<file path="src/rtl/matrix_entry_writer_if.sv">
// matrix_entry_writer_if: valid/ready write port into the operand store
interface matrix_entry_writer_if #(
  parameter int DATA_W = 8,
  parameter int ADDR_W = 4
);
  logic              wr_en;
  logic [ADDR_W-1:0] wr_addr;
  logic [DATA_W-1:0] wr_data;
  logic              wr_ready;
  modport master (output wr_en, wr_addr, wr_data, input wr_ready);
  modport slave (input wr_en, wr_addr, wr_data, output wr_ready);
endinterface

</file>
<file path="src/rtl/matrix_entry_writer.sv">
// matrix_entry_writer: debounced pushbutton entry of switch values into consecutive operand addresses
module matrix_entry_writer #(
  parameter int DATA_W          = 8,
  parameter int ADDR_W          = 4,
  parameter int NUM_ENTRIES     = 16,
  parameter int DEBOUNCE_CYCLES = 500000
) (
  input  logic                  CLOCK_50,
  input  logic                  reset,
  input  logic                  key_n,
  input  logic [DATA_W-1:0]     data_sw,
  input  logic                  start,
  matrix_entry_writer_if.master wr,
  output logic [ADDR_W-1:0]     entry_index,
  output logic                  busy,
  output logic                  done
);
  localparam int CW = $clog2(DEBOUNCE_CYCLES + 1);
  typedef enum logic [1:0] {IDLE, COLLECT, WRITE, DONE} state_t;
  state_t state, state_n;
  logic [1:0] sync, vld;
  logic stable, armed, settle, press, en_n;
  logic [CW-1:0] cnt;
  logic [ADDR_W-1:0] addr_n, idx_n;
  logic [DATA_W-1:0] data_n;
  assign settle = sync[1] != stable && cnt == CW'(DEBOUNCE_CYCLES - 1);
  // armed only once a real released sample is seen, so a key held through reset never counts
  assign press = settle && stable && armed;
  assign busy = state == COLLECT || state == WRITE;
  assign done = state == DONE;
  always_ff @(posedge CLOCK_50) begin
    if (reset) begin
      sync   <= 2'b11;
      vld    <= 2'b00;
      stable <= 1'b1;
      armed  <= 1'b0;
      cnt    <= '0;
    end else begin
      sync  <= {sync[0], key_n};
      vld   <= {vld[0], 1'b1};
      armed <= armed | (vld[1] & sync[1]);
      if (sync[1] == stable || settle) cnt <= '0;
      else cnt <= cnt + 1'b1;
      if (settle) stable <= sync[1];
    end
  end
  always_ff @(posedge CLOCK_50) begin
    if (reset) begin
      state       <= IDLE;
      wr.wr_en    <= 1'b0;
      wr.wr_addr  <= '0;
      wr.wr_data  <= '0;
      entry_index <= '0;
    end else begin
      state       <= state_n;
      wr.wr_en    <= en_n;
      wr.wr_addr  <= addr_n;
      wr.wr_data  <= data_n;
      entry_index <= idx_n;
    end
  end
  always_comb begin
    state_n = state;
    en_n    = wr.wr_en;
    addr_n  = wr.wr_addr;
    data_n  = wr.wr_data;
    idx_n   = entry_index;
    case (state)
      IDLE, DONE: if (start) begin
        state_n = COLLECT;
        idx_n   = '0;
      end
      COLLECT: if (press) begin
        state_n = WRITE;
        en_n    = 1'b1;
        addr_n  = entry_index;
        data_n  = data_sw;
      end
      WRITE: if (wr.wr_ready) begin
        en_n    = 1'b0;
        state_n = entry_index == ADDR_W'(NUM_ENTRIES - 1) ? DONE : COLLECT;
        idx_n   = entry_index == ADDR_W'(NUM_ENTRIES - 1) ? entry_index : entry_index + 1'b1;
      end
      default: state_n = IDLE;
    endcase
  end
endmodule

</file>
<file path="src/flat_wrapper.sv">
// flat-port wrapper written by rule: the top's interface ports become plain ports
module matrix_entry_writer_flat 
#(
  parameter int DATA_W          = 8,
  parameter int ADDR_W          = 4,
  parameter int NUM_ENTRIES     = 16,
  parameter int DEBOUNCE_CYCLES = 500000
)
  (CLOCK_50, reset, key_n, data_sw, start, entry_index, busy, done, wr_wr_en, wr_wr_addr, wr_wr_data, wr_wr_ready);
  matrix_entry_writer_if #(.DATA_W(DATA_W), .ADDR_W(ADDR_W)) wr_i ();
  input  logic CLOCK_50;
  input  logic reset;
  input  logic key_n;
  input  logic [DATA_W-1:0] data_sw;
  input  logic start;
  output logic [ADDR_W-1:0] entry_index;
  output logic busy;
  output logic done;
  output wire logic [$bits(wr_i.wr_en)-1:0] wr_wr_en;
  output wire logic [$bits(wr_i.wr_addr)-1:0] wr_wr_addr;
  output wire logic [$bits(wr_i.wr_data)-1:0] wr_wr_data;
  input wire logic [$bits(wr_i.wr_ready)-1:0] wr_wr_ready;
  assign wr_wr_en = wr_i.wr_en;
  assign wr_wr_addr = wr_i.wr_addr;
  assign wr_wr_data = wr_i.wr_data;
  assign wr_i.wr_ready = wr_wr_ready;
  matrix_entry_writer #(.DATA_W(DATA_W), .ADDR_W(ADDR_W), .NUM_ENTRIES(NUM_ENTRIES), .DEBOUNCE_CYCLES(DEBOUNCE_CYCLES)) u_core (.CLOCK_50(CLOCK_50), .reset(reset), .key_n(key_n), .data_sw(data_sw), .start(start), .wr(wr_i), .entry_index(entry_index), .busy(busy), .done(done));
endmodule
</file>
<file path="config.mk">
export PLATFORM = sky130hd
export DESIGN_NAME = matrix_entry_writer_flat
export DESIGN_NICKNAME = d
export VERILOG_FILES = /design/src/rtl/matrix_entry_writer_if.sv /design/src/rtl/matrix_entry_writer.sv /design/src/flat_wrapper.sv
export SDC_FILE = /design/constraint.sdc
export NUM_CORES = 1
export LEC_CHECK = 0
export ABC_AREA = 1
export ABC_CLOCK_PERIOD_IN_PS = 1800
export CAP_MARGIN = 20
export CELL_PAD_IN_SITES_DETAIL_PLACEMENT = 2
export CELL_PAD_IN_SITES_GLOBAL_PLACEMENT = 2
export CORE_AREA = 5 5 89 91
export DETAILED_ROUTE_END_ITERATION = 12
export DIE_AREA = 0 0 94 96
export GPL_TIMING_DRIVEN = 0
export PLACE_DENSITY = 0.87
export SKIP_LAST_GASP = 1
export SYNTH_ARGS = -nofsm -noshare
export SYNTH_HDL_FRONTEND = slang
export SYNTH_SLANG_ARGS = --single-unit
</file>
<file path="constraint.sdc">
create_clock -name CLOCK_50 -period 1.8 [get_ports CLOCK_50]
set_input_delay 0.45 -clock CLOCK_50 [delete_from_list [all_inputs] [get_ports CLOCK_50]]
set_output_delay 0.45 -clock CLOCK_50 [all_outputs]
set_load 0.1 [all_outputs]
</file>
== Word level (Yosys, flattened, before mapping) ==
Cells that the tools add are included.

* Word-level logic and storage cells: 53
* Bits in registers: 44
* Input bits: 13
* Output and inout port bits: 19

* Bitwise operators: 2
* Add/sub/neg operators: 2
* Reductions and logical operators: 14
* Equal/unequal tests: 11
* Multiplexer cells: 13

{| class="wikitable"
|+ Operator list
! cell !! number
|-
| adder 19 x 1 -> 19 bit, second input constant || 1
|-
| equality test 19 bit, second input constant || 1
|-
| two-way mux 4 bit || 3
|-
| two-way mux 2 bit || 4
|-
| case mux 4 bit (2 select lines) || 1
|-
| != test 2 bit, second input constant || 3
|-
| case mux 2 bit (3 select lines) || 1
|-
| AND reduction 3 bit || 2
|-
| adder 4 x 1 -> 4 bit, second input constant || 1
|-
| equality test 2 bit, second input constant || 2
|-
| equality test 4 bit, second input constant || 1
|-
| AND reduction 4 bit || 1
|-
| nonzero test 2 bit || 2
|-
| OR reduction 2 bit || 2
|-
| logical AND 1 bit || 3
|-
| two-way mux 1 bit || 3
|-
| equality test 2 x 1 -> 1 bit, second input constant || 1
|-
| logical NOT 2 bit || 1
|-
| logical OR 1 bit || 2
|-
| != test 2 x 1 -> 1 bit, second input constant || 1
|-
| case mux 1 bit (2 select lines) || 1
|-
| AND reduction 2 bit || 1
|-
| bitwise AND 1 bit || 1
|-
| equality test 1 bit || 1
|-
| 2 further kinds || 2
|}

== Logic depth before layout (Yosys ltp) ==
* Depth in word-level cells: 6
* Mapped depth: 11
* Depth with buffers taken out: 11

== Worst setup path after synthesis ==
Ideal clock, no wire load.

* Kind: register -> register
* From: register u_core.state[0]
* To: register u_core.entry_index[2]
* Clock period less this slack: 2.345 ns
* Slack: -0.545 ns
* Data arrival time: 2.214 ns
* Setup time: 0.131 ns
* Stages on the path, launching flop included: 11
* Cell sequence: dfxtp_1 > inv_1 > ha_1 > inv_1 > o21ai_0 > inv_1 > o21ai_0 > a21oi_1 > inv_1 > nand2_1 > a21oi_1

* Longest elaborated chain between the ends: 4
* Elaborated cells between the ends (all ways): 10

{| class="wikitable"
|+ Ends and longest elaborated chain
! element !! RTL line !! source
|-
| start: declaration || matrix_entry_writer.sv:20 || <nowiki>state_t state, state_n;</nowiki>
|-
| start signal: assignment || matrix_entry_writer.sv:55 || <nowiki>state <= state_n;</nowiki>
|-
| equality test 2 bit or logical NOT 2 bit (tied branches) || matrix_entry_writer.sv:68 || <nowiki>case (state)</nowiki>
|-
| OR reduction 2 bit || matrix_entry_writer.sv:68 ||
|-
| != test 2 bit (no line) or nonzero test 2 bit (tied branches) || - ||
|-
| AND reduction 4 bit (no line) || - ||
|-
| end signal: assignment || matrix_entry_writer.sv:59 || <nowiki>entry_index <= idx_n;</nowiki>
|-
| end: declaration || matrix_entry_writer.sv:14 || <nowiki>output logic [ADDR_W-1:0] entry_index,</nowiki>
|}

Parallel ways exist; a longest one is shown, timed or not.
A chain may end at the register's enable or synchronous reset.

== Worst setup path after layout ==
* From: register u_core.state[0]
* To: output busy

* Longest elaborated chain between the ends: 2
* Elaborated cells between the ends (all ways): 3

{| class="wikitable"
|+ Ends and longest elaborated chain
! element !! RTL line !! source
|-
| equality test 2 x 1 -> 1 bit or equality test 2 bit (tied branches) || matrix_entry_writer.sv:29 || <nowiki>assign busy = state == COLLECT || state == WRITE;</nowiki>
|-
| logical OR 1 bit (*) || matrix_entry_writer.sv:29 ||
|-
| end: declaration || flat_wrapper.sv:17 || <nowiki>output logic busy;</nowiki>
|}

Mark *: on every way between the ends. The rest lies on a longest branch, timed or not.

==> reports/qor.yml <==
worst_setup_path:
  critical_path_arrival_ps: 1310
  crit_path_start_kind: "flip-flop"
  critPathRequiredTime_ps: 1350
  r2r_cells: 10
  reg2reg_slack_ps: 150
  path_class: "flip-flop to output port"
  r2r_start: "u_core.state[0]$_SDFFE_PP0P_"
  worstPathMaxFanout: 5
  r2r-end: "u_core.entry_index[1]$_SDFFE_PP0P_"
  crit_start: "u_core.state[0]$_SDFFE_PP0P_"
  end_kind: "output port"
synthesis:
  synthCells: 274
  ys_seq_area_share_pct: 43.6
  synth_nets: 293
  yosys_warnings: 0
  ys_seq_elements: 44
  synth_area_um2: 2020
  synth.distinct_cells: 28
  synth_area_per_cell_um2: 7.37
die:
  fp.dieH_um: 96
  io_pins: 32
  start_util_pct: 28.6
  fp-row-count: 31
  die-area_um2: 9020
  coreArea_um2: 7060
  dieWidth_um: 94
worst_hold_path:
  hold_depth: 1
  hp-start: "u_core.sync[0]$_SDFF_PP1_"
  hold_path_class: "flip-flop to flip-flop"
  hold_path_end: "u_core.sync[1]$_SDFF_PP1_"
clock_network:
  cts_tree: "built"
  cts_made_buffers: 5
  h-tree-depth: 2
  worstSkewPairLatency_ps: 290
  cts_buffer_depth: 2
  clk_pin_slew_worst_paths_ps: 80
  cts-root-buf: "clkbuf_8"
  clock_sinks: 44
power_and_ir_drop:
  peakVddDrop_v: 0.00106
  power_leakage_nw: 1.00
  pwr_density_cell_nw_per_um2: 929
placed_design:
  place.gp.congestion: 0.796
  hpwl_um: 4410
  io_buffers: 31
  pre_cts_slack_ps: -549
  dp.cells: 404
detailed_routing:
  first_pass_iters: 4
  drtIter0Drc: 10
  drcViolationCount: 0
  via_per_inst: 4.66
  postRouteAntennaNets: 0
  wl_per_cell_um: 14.3
  routed_wl_um: 5860
  via_count: 1909
timing:
  skew_ps: 5.17
  hold_slack_ps: 426
  fin_crit_sh_pct: 97.6
  rsz0062_at_grt: "yes"
  slew_violations: 0
  setup_viol: 0
  layout_min_cycle_time_ps: 1760
  maxSlewHeadroom_pct: 63.0
  setup_ws_ps: 42.4
  fmax_mhz: 569
  tns_ps: 0
  worst_pin_slew_ps: 558
  finalHoldViolCount: 0
global_routing:
  gr-usage-met2_pct: 25.7
  grt_overflow: 0
  grt_use_met3_pct: 3.52
  grt_max_degree: 12
  antenna_found_initial: 0
  grt_busiest_layer: "met2"
  grt_first_pass_wirelength_um: 9920
  track_usage_pct: 13.7
  use_met1_pct: 15.6
  grt_pass1_vias: 2126
cells_and_area:
  final_cells: 410
  layout-drive-gt1-share_pct: 18.3
  nFillCells: 845
  diodes: 0
  synthToLayoutAreaGrowth_pct: 30.7
  num-nets-final: 332
job:
  maxCapViolCount: 0
outcome:
  status: "completed"
-- power by group --
part | total, mW | internal (mW) | leakage, nW | switching [mW]
Combinational | 0.832 | 0.268 | 0.609 | 0.564
Sequential | 1.05 | 1.01 | 0.358 | 0.0405
Clock | 0.570 | 0.251 | 0.0359 | 0.319
Total | 2.45 | 1.53 | 1.00 | 0.923
-- final cells by class --
cell class | instances | area, um^2 | share of cell area (%)
multi-input cells | 189 | 1050 | 39.9
flip-flops and latches | 44 | 886 | 33.6
repair buffers | 32 | 334 | 12.7
inverters | 35 | 135 | 5.12
well taps | 99 | 124 | 4.69
clock buffers | 5 | 68.8 | 2.61
plain buffers | 6 | 40.0 | 1.52
-- cell usage in the layout, fill, tap and decap left out, types with 5 or more instances in the layout --
master / n
a21oi_1: 13
clkbuf_8: 5
clkdlybuf4s15_2: 15
clkdlybuf4s50_1: 12
dfxtp_1: 40
inv_1: 33
nand2_1: 42
nand3_1: 13
nor2_1: 44
nor3_1: 17
o21ai_0: 9
o21ai_1: 11
xor2_1: 5
-- cell families after synthesis --
kind of cell    share of synthesized area [%]
flops                                    43.6
xor+xnor                                 3.03
compound gates                           9.29
fa+ha+maj                                3.72
buf+inv                                  8.30
simple gates                             32.1
-- worst max-delay path by stage --
stage                                         end
4_1_cts                                      busy
3_3_place_gp                                 busy
2_1_floorplan  u_core.entry_index[0]$_SDFFE_PP0P_
6_report                                     busy
3_5_place_dp                                 busy
5_1_grt                                      busy
-- critical path, cell delays in order (launching register included) --
cell and delay [ps]:
dfxtp_2 390, inv_2 60, ha_4 260, clkinvlp_4 120, buf_12 190
-- sequential cells by signal (all words and copies together) (netlist names) --
register,flops
u_core.stable,1
u_core.wr.wr_en,1
u_core.entry_index,4
u_core.wr.wr_addr,4
u_core.cnt,19
u_core.state,2
u_core.sync,2
u_core.vld,2
u_core.armed,1
u_core.wr.wr_data,8
-- metal layers --
| layer | up-vias | share of wire (%) |
|---|---|---|
| met5 | - | 0 |
| met2 | 30 | 51 |
| li1 | 952 | - |
| met4 | 0 | 0.43 |
| met1 | 925 | 45 |
| met3 | 2 | 3.3 |
-- Yosys cell counts (all sizes together) --
cell type | n | area share (%)
dfxtp | 44 | 44
nand3 | 16 | 4.8
ha | 6 | 3.7
o21a | 1 | 0.37
nand2 | 44 | 8.3
and3 | 1 | 0.31
clkbuf | 2 | 0.37
xnor2 | 2 | 0.87
nand4 | 4 | 1.2
buf | 4 | 1.4
o21ai | 22 | 5.4
or2 | 3 | 0.93
nor3 | 21 | 6.0
xor2 | 5 | 2.2
nor3b | 3 | 1.4
a21oi | 14 | 3.5
nor2 | 47 | 9.1
inv | 35 | 6.5
-- metrics by stage --
step | util (%) | cell area (um^2) | power, mW
2_1_floorplan | - | 2050 | 1.62
4_1_cts | 36.4 | 2570 | 2.38
5_1_grt | 37.4 | 2640 | 2.61
3_3_place_gp | 35.2 | 2480 | 1.78
3_5_place_dp | 35.2 | 2480 | 1.81
6_report | 37.4 | 2640 | 2.45
-- timing repair --
action                                  4_1_cts  5_1_grt
pin swaps                                     1        1
hold endpoints to repair                      0        0
hold buffers                                  0        0
gates resized for setup                      66       22
endpoints found under the setup margin       44       20
buffers inserted                              0        1
(Power assumes the default switching activity.)
